`src/rtl/csi_tx_packet_gen.sv`:
```
`default_nettype none
// ============================================================================
// csi_tx_packet_gen : CSI-2 TX packet builder (header+ECC, payload, CRC-16)
//                     framed by HS lead/trail and an LP gap.
// Revision 1.0
// ============================================================================
module csi_tx_packet_gen #(
    parameter int LEAD  = 4,
    parameter int TRAIL = 4,
    parameter int GAP   = 8
) (
    input  logic        clock,
    input  logic        reset_n,
    input  logic        cmd_valid,
    output logic        cmd_ready,
    input  logic [1:0]  cmd_vc,
    input  logic [5:0]  cmd_dt,
    input  logic [15:0] cmd_wc,
    input  logic [31:0] pl_data,
    input  logic        pl_valid,
    output logic        pl_ready,
    output logic [31:0] out_data,
    output logic        out_valid,
    input  logic        out_ready,
    output logic        out_last,
    output logic [2:0]  out_nbytes,
    output logic        hs_active,
    output logic        err_underrun
);

    localparam logic [2:0] S_IDLE    = 3'd0;
    localparam logic [2:0] S_LEAD    = 3'd1;
    localparam logic [2:0] S_HEADER  = 3'd2;
    localparam logic [2:0] S_PAYLOAD = 3'd3;
    localparam logic [2:0] S_CRC     = 3'd4;
    localparam logic [2:0] S_TRAIL   = 3'd5;
    localparam logic [2:0] S_GAP     = 3'd6;

    // Hamming parity masks over header bits D[23:0] for ECC bits P0..P5
    localparam logic [23:0] c_P0_MASK = 24'hF12CB7;
    localparam logic [23:0] c_P1_MASK = 24'hF2555B;
    localparam logic [23:0] c_P2_MASK = 24'h749A6D;
    localparam logic [23:0] c_P3_MASK = 24'hB8E38E;
    localparam logic [23:0] c_P4_MASK = 24'hDF03F0;
    localparam logic [23:0] c_P5_MASK = 24'hEFFC00;

    logic [2:0]  r_state;
    logic [15:0] r_cnt;
    logic [1:0]  r_vc;
    logic [5:0]  r_dt;
    logic [15:0] r_wc;
    logic [13:0] r_words_left;
    logic [15:0] r_crc;
    logic [31:0] r_out_data;
    logic        r_out_valid;
    logic        r_out_last;
    logic [2:0]  r_out_nbytes;
    logic        r_hs;
    logic        r_err;

    logic        w_free;
    logic        w_short;
    logic [7:0]  w_ecc;
    logic [23:0] w_hdr;

    function automatic logic [15:0] f_crc_word(input logic [15:0] crc_in, input logic [31:0] d);
        logic [15:0] c;
        c = crc_in;
        for (int i = 0; i < 32; i++) begin
            if (c[0] ^ d[i]) c = (c >> 1) ^ 16'h8408;
            else             c = c >> 1;
        end
        return c;
    endfunction

    assign w_hdr   = {r_wc, r_vc, r_dt};
    assign w_ecc   = {2'b00, ^(w_hdr & c_P5_MASK), ^(w_hdr & c_P4_MASK), ^(w_hdr & c_P3_MASK),
                      ^(w_hdr & c_P2_MASK), ^(w_hdr & c_P1_MASK), ^(w_hdr & c_P0_MASK)};
    assign w_short = (r_dt < 6'h10);
    assign w_free  = !r_out_valid || out_ready;

    assign cmd_ready    = reset_n && (r_state == S_IDLE);
    assign pl_ready     = reset_n && (r_state == S_PAYLOAD) && w_free;
    assign out_data     = r_out_data;
    assign out_valid    = r_out_valid;
    assign out_last     = r_out_last;
    assign out_nbytes   = r_out_nbytes;
    assign hs_active    = r_hs;
    assign err_underrun = r_err;

    always_ff @(posedge clock) begin
        if (!reset_n) begin
            r_state      <= S_IDLE;
            r_cnt        <= 16'd0;
            r_vc         <= 2'd0;
            r_dt         <= 6'd0;
            r_wc         <= 16'd0;
            r_words_left <= 14'd0;
            r_crc        <= 16'hFFFF;
            r_out_data   <= 32'd0;
            r_out_valid  <= 1'b0;
            r_out_last   <= 1'b0;
            r_out_nbytes <= 3'd0;
            r_hs         <= 1'b0;
            r_err        <= 1'b0;
        end else begin
            case (r_state)
                S_IDLE: begin
                    if (cmd_valid) begin
                        r_vc    <= cmd_vc;
                        r_dt    <= cmd_dt;
                        r_wc    <= (cmd_dt < 6'h10) ? cmd_wc : (cmd_wc & 16'hFFFC);
                        r_crc   <= 16'hFFFF;
                        r_cnt   <= 16'd0;
                        r_state <= S_LEAD;
                    end
                end
                S_LEAD: begin
                    r_hs <= 1'b1;
                    if (r_cnt == 16'(LEAD - 1)) begin
                        r_cnt   <= 16'd0;
                        r_state <= S_HEADER;
                    end else begin
                        r_cnt <= r_cnt + 16'd1;
                    end
                end
                S_HEADER: begin
                    if (w_free) begin
                        r_out_data   <= {w_ecc, r_wc[15:8], r_wc[7:0], r_vc, r_dt};
                        r_out_valid  <= 1'b1;
                        r_out_nbytes <= 3'd4;
                        r_out_last   <= w_short;
                        if (w_short) begin
                            r_state <= S_TRAIL;
                        end else if (r_wc[15:2] == 14'd0) begin
                            r_state <= S_CRC;
                        end else begin
                            r_words_left <= r_wc[15:2];
                            r_state      <= S_PAYLOAD;
                        end
                    end
                end
                S_PAYLOAD: begin
                    if (w_free) begin
                        if (pl_valid) begin
                            r_out_data   <= pl_data;
                            r_out_valid  <= 1'b1;
                            r_out_nbytes <= 3'd4;
                            r_out_last   <= 1'b0;
                            r_crc        <= f_crc_word(r_crc, pl_data);
                            r_words_left <= r_words_left - 14'd1;
                            if (r_words_left == 14'd1) r_state <= S_CRC;
                        end else begin
                            // Starved: let the register drain and flag it, content is unaffected
                            r_out_valid <= 1'b0;
                            r_err       <= 1'b1;
                        end
                    end
                end
                S_CRC: begin
                    if (w_free) begin
                        r_out_data   <= {16'h0000, r_crc};
                        r_out_valid  <= 1'b1;
                        r_out_nbytes <= 3'd2;
                        r_out_last   <= 1'b1;
                        r_state      <= S_TRAIL;
                    end
                end
                S_TRAIL: begin
                    // Trail timing starts only once the last word has left the register
                    if (r_out_valid) begin
                        if (out_ready) begin
                            r_out_valid <= 1'b0;
                            r_out_last  <= 1'b0;
                        end
                    end else if (r_cnt == 16'(TRAIL - 1)) begin
                        r_cnt   <= 16'd0;
                        r_hs    <= 1'b0;
                        r_state <= S_GAP;
                    end else begin
                        r_cnt <= r_cnt + 16'd1;
                    end
                end
                S_GAP: begin
                    if (r_cnt == 16'(GAP - 1)) begin
                        r_cnt   <= 16'd0;
                        r_state <= S_IDLE;
                    end else begin
                        r_cnt <= r_cnt + 16'd1;
                    end
                end
                default: r_state <= S_IDLE;
            endcase
        end
    end

endmodule
`default_nettype wire

```
`config.mk`:
```
export PLATFORM = sky130hd
export DESIGN_NAME = csi_tx_packet_gen
export DESIGN_NICKNAME = d
export VERILOG_FILES = /design/src/rtl/csi_tx_packet_gen.sv
export SDC_FILE = /design/constraint.sdc
export NUM_CORES = 1
export LEC_CHECK = 0
export ABC_AREA = 1
export ABC_CLOCK_PERIOD_IN_PS = 2110
export CELL_PAD_IN_SITES_DETAIL_PLACEMENT = 0
export CELL_PAD_IN_SITES_GLOBAL_PLACEMENT = 2
export CORE_ASPECT_RATIO = 0.75
export CORE_UTILIZATION = 28
export CTS_CLUSTER_DIAMETER = 50
export DETAILED_ROUTE_END_ITERATION = 10
export GPL_ROUTABILITY_DRIVEN = 0
export PLACE_DENSITY = 0.84
export SLEW_MARGIN = 20
export SYNTH_ARGS = -nofsm -noshare
export SYNTH_HDL_FRONTEND = slang
export SYNTH_SLANG_ARGS = --single-unit
```
`constraint.sdc`:
```
create_clock -name clock -period 2.11 [get_ports clock]
set_clock_uncertainty 0.2 [all_clocks]
set_input_delay 0.211 -clock clock [delete_from_list [all_inputs] [get_ports clock]]
set_output_delay 0.211 -clock clock [all_outputs]
set_load 0.05 [all_outputs]
```
==> out/metrics.cfg, run 1 <==
[worst_setup_path]
rrSetupSlack_ns=-0.36
cp-start-kind=flop
worstRegToRegCells=19
path_delay_family=simple AND/OR/NAND/NOR gates
reg2reg_from=r_crc[3]$_SDFFE_PN1P_
crit_top_cell=nand2_4
r2r_end=r_crc[10]$_SDFFE_PN1P_
path_buf_inv=0
critPathCaptureType=flop
cpPeakStageDelay_ns=0.38
path_max_fanout=4
arrival_ns=2.53
path_cells=xor2_1, nand2_2, nand2_4, nand2_4, nand2_8, nand2_8, nand2_8, nand2_4, nand2_4, nand2_4, nand2_4, nand2_4, nand2_4, nand2_4, nand2_4, nand2_2, nand3_2, nand2_2, nand2_2
required_ns=2.17
slowest_stage=dfxtp_4
crit_type=reg2reg

[global_route]
grt_antenna_before_repair=0
grt_max_degree=62
grt_pass1_vias=7685
grtUsageTotal_pct=21.6
gr-total-overflow=0
grt_first_pass_wirelength_mm=44.0

[synthesis]
syn_inst=1046
synth_area_leader_cell=dfxtp_1
ys_ff_latch=111
synthArstFlopShare_pct=0
syn_nets=1118
seq_area_frac_synth_pct=30.4
syn_area_um2=7310
synth_top_area_share_pct=30.4
yosysUniqueCellTypes=51
yosys_warnings=0
postSynthAreaPerCell_um2=6.98
synth_area_leaders=dfxtp_1, nand2_1, a21oi_1
synth-edff-count=0
synth_flop_cell=dfxtp_1

[final_layout]
layout_commonest_cell=buf_4
mostFrequentLayoutCells=buf_4, nand2_1, a21oi_1
diodes=0
finalNonFillerCells=1706
drive_gt1_share_pct=43.1
syn2layout_area_growth_pct=68.4
final_util_pct=48.7
fin_nets=1435

[clock_tree]
cts_sinks=111
clk_latency_ns=0.38
cts_root_buf=clkbuf_16
ctsHtreeMaxLevel=3
path_clk_slew_ns=0.08
cts_tree=done
cts_buffer_depth=2
numCtsBuffers=9

[detailed_routing]
drc=0
first_iter_violations=536
vias_per_cell=4.81
first_pass_iters=5
routed_wl_mm=29.4
wl_per_cell_um=17.2
via_count=8200
ant_nets=0

[floorplanning]
die_y_um=142
die_area_um2=26700
dieWidth_um=189
io_pins=102
rows=50
core-area_um2=25300
initial_core_util_pct=28.9

[timing]
setup_tns_ns=-5.36
finalMaxSlewViolations=0
period_share_pct=117
setup_slack_ns=-0.363
setup_viol=31
rsz0062_at_grt=true
report.final.hold_viol_count=0
maxSlewHeadroom_pct=65.3
timing.hold.ws_ns=0.158
worst_slew_pin_slew_ns=0.519
fmax_mhz=404
final.min_clock_period_ns=2.47

[min_path]
min_path_cells=3
hold_class=in2reg
min_from=pl_data[12]
hold_end=out_data[12]$_SDFFE_PN0P_

[placed_design]
numPortBuffers=100
dp_hpwl_mm=22.0
placed_cells=1645

[power_and_ir_drop]
power_switching_w=0.0116
p_seq_share_pct=13.3
leakage_nw=5.27
power_density_nw_per_um2=1860
p_int_w=0.0112
switching_share_pct=50.9
p_clk_share_pct=7.7
p_total_w=0.0228
pwr-share-comb_pct=78.9
peakVddDrop_v=0.000938

[run_status]
violations=negative setup slack
outcome=finished with violations

[job]
cap_viol_max_count=0

cell usage after synthesis (2+ instances only):
| master | n |
|---|---|
| dfxtp_1 | 111 |
| nand2_2 | 34 |
| clkbuf_1 | 28 |
| nand2_1 | 214 |
| o22ai_1 | 7 |
| buf_1 | 2 |
| o211ai_1 | 3 |
| a211oi_1 | 6 |
| nor2_4 | 3 |
| nand2_4 | 18 |
| xor2_2 | 2 |
| a221oi_1 | 12 |
| o21ai_1 | 7 |
| inv_2 | 19 |
| xnor2_2 | 3 |
| nand3b_1 | 6 |
| buf_4 | 2 |
| nor4_1 | 6 |
| xnor2_1 | 42 |
| o21ai_0 | 80 |
| a41oi_1 | 7 |
| nor3_1 | 13 |
| a31oi_1 | 5 |
| o31ai_1 | 2 |
| xor2_1 | 43 |
| nand3_1 | 57 |
| nand4_1 | 6 |
| nand3_2 | 12 |
| a21oi_1 | 110 |
| inv_1 | 92 |
| o21a_1 | 2 |
| ha_1 | 11 |
| nor2_1 | 58 |
| buf_2 | 4 |
| or2_2 | 3 |
metrics by stage:
step	cell area [um^2]	setup slack, ns
3_5_place_dp	10400	-0.976
2_1_floorplan	7560	-0.0195
5_1_grt	12300	-0.477
6_report	12300	-0.363
4_1_cts	11300	-0.325
3_3_place_gp	10400	-0.997
tightest hold or removal path, stage by stage:
cell,delay (ns)
dlygate4sd2_1,0.28
nand2_1,0.08
a41oi_1,0.10
sequential cells by signal, summed over array words and instances (netlist names):
name / count
r_cnt: 16
out_last: 1
r_crc: 16
out_data: 32
hs_active: 1
r_vc: 2
r_state: 3
r_words_left: 14
err_underrun: 1
r_wc: 16
out_nbytes: 2
out_valid: 1
r_dt: 6
area by class of cell:
class / count / area [um^2]
tap: 338 / 423
clock buffer: 9 / 225
inverter: 112 / 450
fill: 2483 / 13000
clock inverter: 7 / 61.3
multi-input combinational: 787 / 5860
sequential: 111 / 2260
timing repair buffer: 342 / 3020
cells by family after synthesis:
family                   Yosys count  share of synthesized area (%)
adder cells (fa/ha/maj)           11                           1.88
flip-flops                       111                           30.4
other                              1                         0.0513
XOR/XNOR                          90                           11.3
AO/OA/AOI/OAI                    249                           19.1
buffers and inverters            148                           7.81
AND/OR/NAND/NOR                  436                           29.4
power groups by stage:
stage | logic [W] | registers (W) | clock network [W]
finish | 0.0180 | 0.00304 | 0.00177
global route | 0.0194 | 0.00309 | 0.00188
CTS | 0.0158 | 0.00301 | 0.00182
detailed placement | 0.0141 | 0.00302 | 0
global placement | 0.0140 | 0.00302 | 0
floorplan | 0.00827 | 0.00362 | 0
layer usage:
metal | part of all wire, % | routed length, um | vias to the layer above | GRT usage, %
met1 | 51 | 14900 | 3866 | 32.8
met3 | 5.8 | 1710 | 17 | 3.64
met4 | 0.99 | 290 | 0 | 3.52
li1 | - | - | 4106 | -
met5 | 0 | 0 | - | 0
met2 | 43 | 12500 | 211 | 31.8
worst max-delay path by stage:
| stage | startpoint | end | depth (start not counted) |
|---|---|---|---|
| 2_1_floorplan | r_crc[3]$_SDFFE_PN1P_ | r_crc[10]$_SDFFE_PN1P_ | 18 |
| 3_3_place_gp | pl_data[3] | r_crc[10]$_SDFFE_PN1P_ | 19 |
| 3_5_place_dp | pl_data[3] | r_crc[10]$_SDFFE_PN1P_ | 19 |
| 4_1_cts | r_crc[3]$_SDFFE_PN1P_ | r_crc[10]$_SDFFE_PN1P_ | 19 |
| 5_1_grt | r_crc[1]$_SDFFE_PN1P_ | r_crc[9]$_SDFFE_PN1P_ | 17 |
| 6_report | r_crc[3]$_SDFFE_PN1P_ | r_crc[10]$_SDFFE_PN1P_ | 19 |
timing repair:
item | 4_1_cts | 5_1_grt
cloned | 1 | 1
buffers inserted | 16 | 28
hold buffers | 1 | 0
endpoints found under the hold margin | 1 | 0
endpoints found under the setup margin | 58 | 82
gates resized for setup | 167 | 189
pin swaps | 73 | 89
Note: power is estimated with default switching activity, not from simulation.
==> inputs of run 2 (changes only) <==
- PLACE_DENSITY: 0.84 -> not set
- PLACE_DENSITY_LB_ADDON: not set -> 0.2
==> out/metrics.cfg, run 2 (synthesized netlist as in run 1, its figures left out) <==
[clock_tree]
ctsHtreeMaxLevel=3
path_clk_slew_ns=0.09
cts_root_buf=clkbuf_16
cts_tree=done
holdBufCountCts=0
clk_latency_ns=0.37
cts_sinks=111
cts_buffer_depth=2
numCtsBuffers=9

[global_route]
grt_antenna_before_repair=3
gr-total-overflow=0
grt_pass1_vias=7523
grt_first_pass_wirelength_mm=43.5
grt_max_degree=64
grtUsageTotal_pct=21.4

[power_and_ir_drop]
p_total_w=0.0225
leakage_nw=5.25
power_density_nw_per_um2=1840
peakVddDrop_v=0.000664

[worst_setup_path]
required_ns=2.19
crit_type=reg2reg
critPathCaptureType=flop
worstRegToRegCells=16
reg2reg_from=r_crc[3]$_SDFFE_PN1P_
rrSetupSlack_ns=-0.39
cp-start-kind=flop
slowest_stage=dfxtp_4
cpPeakStageDelay_ns=0.38
path_cells=xnor2_4, buf_4, xnor2_2, inv_1, nand2_4, nand2_4, buf_12, xnor2_4, buf_6, nand2_4, nand2_4, nand2_2, nand3_1, nand3_2, nand2_1, nand2_1
arrival_ns=2.58
r2r_end=r_crc[8]$_SDFFE_PN1P_
path_max_fanout=4
crit_top_cell=nand2_4

[floorplanning]
initial_core_util_pct=28.9
io_pins=102
core-area_um2=25300
dieWidth_um=189
die_y_um=142
die_area_um2=26700
rows=50

[detailed_routing]
drc=0
ant_nets=0
first_pass_iters=5
routed_wl_mm=29.1
wl_per_cell_um=17.1
vias_per_cell=4.74
via_count=8046
first_iter_violations=535

[min_path]
hold_end=r_crc[6]$_SDFFE_PN1P_
min_path_cells=3
min_from=reset_n
hold_class=in2reg

[final_layout]
diodes=0
mostFrequentLayoutCells=buf_4, nand2_1, a21oi_1
fin_nets=1428
layout_commonest_cell=buf_4
drive_gt1_share_pct=42.1
final_util_pct=48.2
syn2layout_area_growth_pct=66.9
largest_reg_flops=32

[timing]
period_share_pct=119
fmax_mhz=400
timing.hold.ws_ns=0.107
worst_slew_pin_slew_ns=0.539
setup_slack_ns=-0.392
final.min_clock_period_ns=2.50
finalMaxSlewViolations=0
rsz0062_at_grt=true
setup_viol=29
report.final.hold_viol_count=0
maxSlewHeadroom_pct=63.9

[placed_design]
numPortBuffers=100
place_ws_ns=-0.967
dp_hpwl_mm=22.0

[job]
cap_viol_max_count=0

[run_status]
violations=negative setup slack
outcome=finished with violations

[run 2: how the worst max path moves through the flow]
stage	startpoint	end	slack, ns	cells after the start
3_5_place_dp	pl_data[2]	r_crc[9]$_SDFFE_PN1P_	-0.97	20
2_1_floorplan	r_crc[3]$_SDFFE_PN1P_	r_crc[10]$_SDFFE_PN1P_	-0.02	18
6_report	r_crc[3]$_SDFFE_PN1P_	r_crc[8]$_SDFFE_PN1P_	-0.39	16
4_1_cts	r_crc[3]$_SDFFE_PN1P_	r_crc[9]$_SDFFE_PN1P_	-0.35	16
3_3_place_gp	pl_data[1]	r_crc[9]$_SDFFE_PN1P_	-0.96	18
5_1_grt	r_crc[1]$_SDFFE_PN1P_	r_crc[7]$_SDFFE_PN1P_	-0.50	17
[run 2: what timing repair did]
action | in CTS | in global routing
gates resized for setup | 160 | 179
pin swaps | 60 | 86
buffers inserted | 22 | 25
setup endpoints to repair | 75 | 82
[run 2: cell type report]
type	count	area (um^2)
Inverter	112	450
Sequential cell	111	2260
Clock buffer	9	225
Clock inverter	7	62.6
Fill cell	2511	13100
Multi-Input combinational cell	787	5850
Tap cell	338	423
Timing Repair Buffer	335	2920
[run 2: per-stage QoR]
stage	cell area [um^2]	std cells	setup TNS, ns
finish	12200	1699	-5.90
global route	12200	1699	-10.00
CTS	11300	1676	-4.91
detailed placement	10300	1639	-16.54
global placement	10300	1639	-16.58
floorplan	7560	1046	-0.101
[run 2: worst max-delay path: cells and delay by family (launching register included)]
kind	cells	cell delay, ns
simple gates	9	0.71
buf+inv	4	0.54
xor+xnor	3	0.57
flops	1	0.38
[run 2: routing by layer]
| metal | GRT usage [%] | vias up | routed length, um |
|---|---|---|---|
| li1 | - | 4100 | - |
| met1 | 33.1 | 3761 | 15300 |
| met2 | 30.2 | 163 | 12000 |
| met3 | 4.13 | 18 | 1500 |
| met4 | 3.90 | 4 | 277 |
| met5 | 0 | - | 23 |
[run 2: power by group]
| group | internal (W) | switching (W) |
|---|---|---|
| combinational | 0.00762 | 0.0100 |
| sequential | 0.00263 | 0.000420 |
| clock | 0.000833 | 0.000940 |
==> inputs of run 3 (changes only) <==
- ABC_AREA: 1 -> not set
- CELL_PAD_IN_SITES_GLOBAL_PLACEMENT: 2 -> 1
- CORE_UTILIZATION: 28 -> 36
==> out/metrics.cfg, run 3 <==
[timing]
fmax_mhz=388
timing.hold.ws_ns=0.120
maxSlewHeadroom_pct=65.0
finalMaxSlewViolations=0
rsz0062_at_grt=true
report.final.hold_viol_count=0
setup_slack_ns=-0.469
final.min_clock_period_ns=2.58
worst_slew_pin_slew_ns=0.523
period_share_pct=122
setup_viol=19

[min_path]
hold_end=out_data[19]$_SDFFE_PN0P_
min_from=pl_data[19]
min_path_cells=4
hold_class=in2reg

[floorplanning]
core-area_um2=18000
rows=42
initial_core_util_pct=37.4
die_area_um2=19200
die_y_um=120
io_pins=102
dieWidth_um=160

[detailed_routing]
vias_per_cell=5.30
routed_wl_mm=25.6
wl_per_cell_um=19.7
via_count=6902
drc=0
ant_nets=0
first_iter_violations=514
first_pass_iters=4

[clock_tree]
holdBufCountCts=0
cts_root_buf=clkbuf_16
cts_buffer_depth=2
numCtsBuffers=9
cts_tree=done
cts_sinks=111
path_clk_slew_ns=0.09
ctsHtreeMaxLevel=3
clk_latency_ns=0.37

[worst_setup_path]
crit_type=reg2reg
arrival_ns=2.63
critPathCaptureType=flop
reg2reg_from=r_crc[0]$_SDFFE_PN1P_
cp-start-kind=flop
r2r_end=r_crc[8]$_SDFFE_PN1P_
rrSetupSlack_ns=-0.47
worstRegToRegCells=9
required_ns=2.17
path_max_fanout=3

[final_layout]
mostFrequentLayoutCells=buf_4, nand2_1, dfxtp_1
largest_reg_flops=32
fin_nets=1127
layout_commonest_cell=buf_4
syn2layout_area_growth_pct=60.1
drive_gt1_share_pct=35.3
fillCellCount=1525
finalNonFillerCells=1302
diodes=0

[synthesis]
seq_area_frac_synth_pct=33.0
synth-edff-count=0
syn_area_um2=6730
synth_area_leader_cell=dfxtp_1
syn_inst=773
postSynthAreaPerCell_um2=8.70
synth_xor_area_share_pct=26.2
synth_fa_ha_area_share_pct=2.05
synthMuxAreaShare_pct=0
synth_compound_area_share_pct=17.7
syn_nets=845
ys_ff_latch=111
yosys-top-cells-count=dfxtp_1, nand2_1, xnor2_1
synth_top_area_share_pct=33.0
synth_flop_cell=dfxtp_1
yosysMostFrequentCell=dfxtp_1
synth_area_leaders=dfxtp_1, xnor2_1, xnor3_1
synth_top_family_by_area=XOR/XNOR gates
synth-simple-area-share_pct=16.9
yosysUniqueCellTypes=57
yosys_warnings=0
synthArstFlopShare_pct=0

[global_route]
grtUsageTotal_pct=25.3
grt_first_pass_wirelength_mm=36.8
grt_antenna_before_repair=0
gr-total-overflow=0
grt_max_degree=52
grt_pass1_vias=6591

[power_and_ir_drop]
power_density_nw_per_um2=1330
leakage_nw=4.35
peakVddDrop_v=0.000727

[run_status]
violations=negative setup slack
outcome=finished with violations

[placed_design]
dp_hpwl_mm=18.2
placed_cells=1249
numPortBuffers=100

[job]
cap_viol_max_count=0

[run 3: changes by cell type after synthesis, moves of 15 or more]
cell / change
xnor2_1: +39
nand2_4: -18
inv_2: -19
xnor3_1: +23
xor2_1: -21
nand3_1: -38
o21ai_0: -54
inv_1: -65
nand2_1: -117
nand2_2: -34
a22oi_1: +16
a21oi_1: -47
a311oi_1: +15
nor2_1: +16
[run 3: worst max path at each step]
stage,start,endpoint,slack (ns),cells after the start
floorplan,r_crc[0]$_SDFFE_PN1P_,r_crc[0]$_SDFFE_PN1P_,-0.29,5
global placement,pl_data[19],r_crc[3]$_SDFFE_PN1P_,-0.76,7
detailed placement,pl_data[19],r_crc[3]$_SDFFE_PN1P_,-0.83,7
CTS,r_crc[3]$_SDFFE_PN1P_,r_crc[6]$_SDFFE_PN1P_,-0.40,6
global route,r_crc[5]$_SDFFE_PN1P_,r_crc[4]$_SDFFE_PN1P_,-0.51,9
finish,r_crc[0]$_SDFFE_PN1P_,r_crc[8]$_SDFFE_PN1P_,-0.47,9
[run 3: metrics by stage]
step / worst slack, ns / setup TNS (ns) / util [%] / instance area (um^2) / power (W)
final: -0.469 / -5.89 / 59.9 / 10800 / 0.0143
after global routing: -0.511 / -9.08 / 59.9 / 10800 / 0.0150
after CTS: -0.395 / -4.70 / 56.0 / 10100 / 0.0132
after detailed placement: -0.830 / -17.97 / 52.1 / 9370 / 0.0109
after global placement: -0.763 / -15.77 / 52.1 / 9370 / 0.0108
after floorplan: -0.285 / -2.19 / - / 6810 / 0.00786
[run 3: timing repair]
item                       4_1_cts  5_1_grt
setup endpoints to repair       54       53
pin swaps                       37       57
gates cloned                     1        2
buffers inserted                17       20
gates resized for setup         74      104
[run 3: metal layers]
metal	up-vias	share of wire, %	global-route usage [%]
met4	0	1.4	6.96
met3	25	8.1	6.07
met5	-	0	0
met2	280	45	37.6
li1	3275	-	-
met1	3322	46	36.3
[run 3: area by class of cell]
type	instances	area (um^2)	share of cell area [%]
Clock buffer	9	225	2.09
Clock inverter	7	68.8	0.639
Inverter	27	105	0.976
Multi-Input combinational cell	592	4970	46.2
Sequential cell	111	2260	21.0
Tap cell	242	303	2.81
Timing Repair Buffer	314	2830	26.3
[run 3: kinds of logic (layout without fill, tap and decap cells)]
| family | count (synthesis) | in the layout |
|---|---|---|
| AND/OR/NAND/NOR | 255 | 256 |
| AO/OA/AOI/OAI | 181 | 181 |
| XOR/XNOR | 143 | 143 |
| flip-flops | 111 | 111 |
| buffers and inverters | 71 | 357 |
| adder cells (fa/ha/maj) | 11 | 11 |
| other | 1 | 1 |
[run 3: critical path: stages, from the launching register on]
cell and delay (ns):
dfxtp_2 0.34, buf_4 0.15, xnor3_1 0.24, xnor3_2 0.48
xnor3_2 0.43, buf_6 0.15, buf_4 0.13, buf_6 0.11
xor2_2 0.16, a21oi_2 0.07
[run 3: report_power, final]
part | switching, W | internal, W
clock network | 0.000922 | 0.000831
registers | 0.000362 | 0.00253
logic | 0.00503 | 0.00467
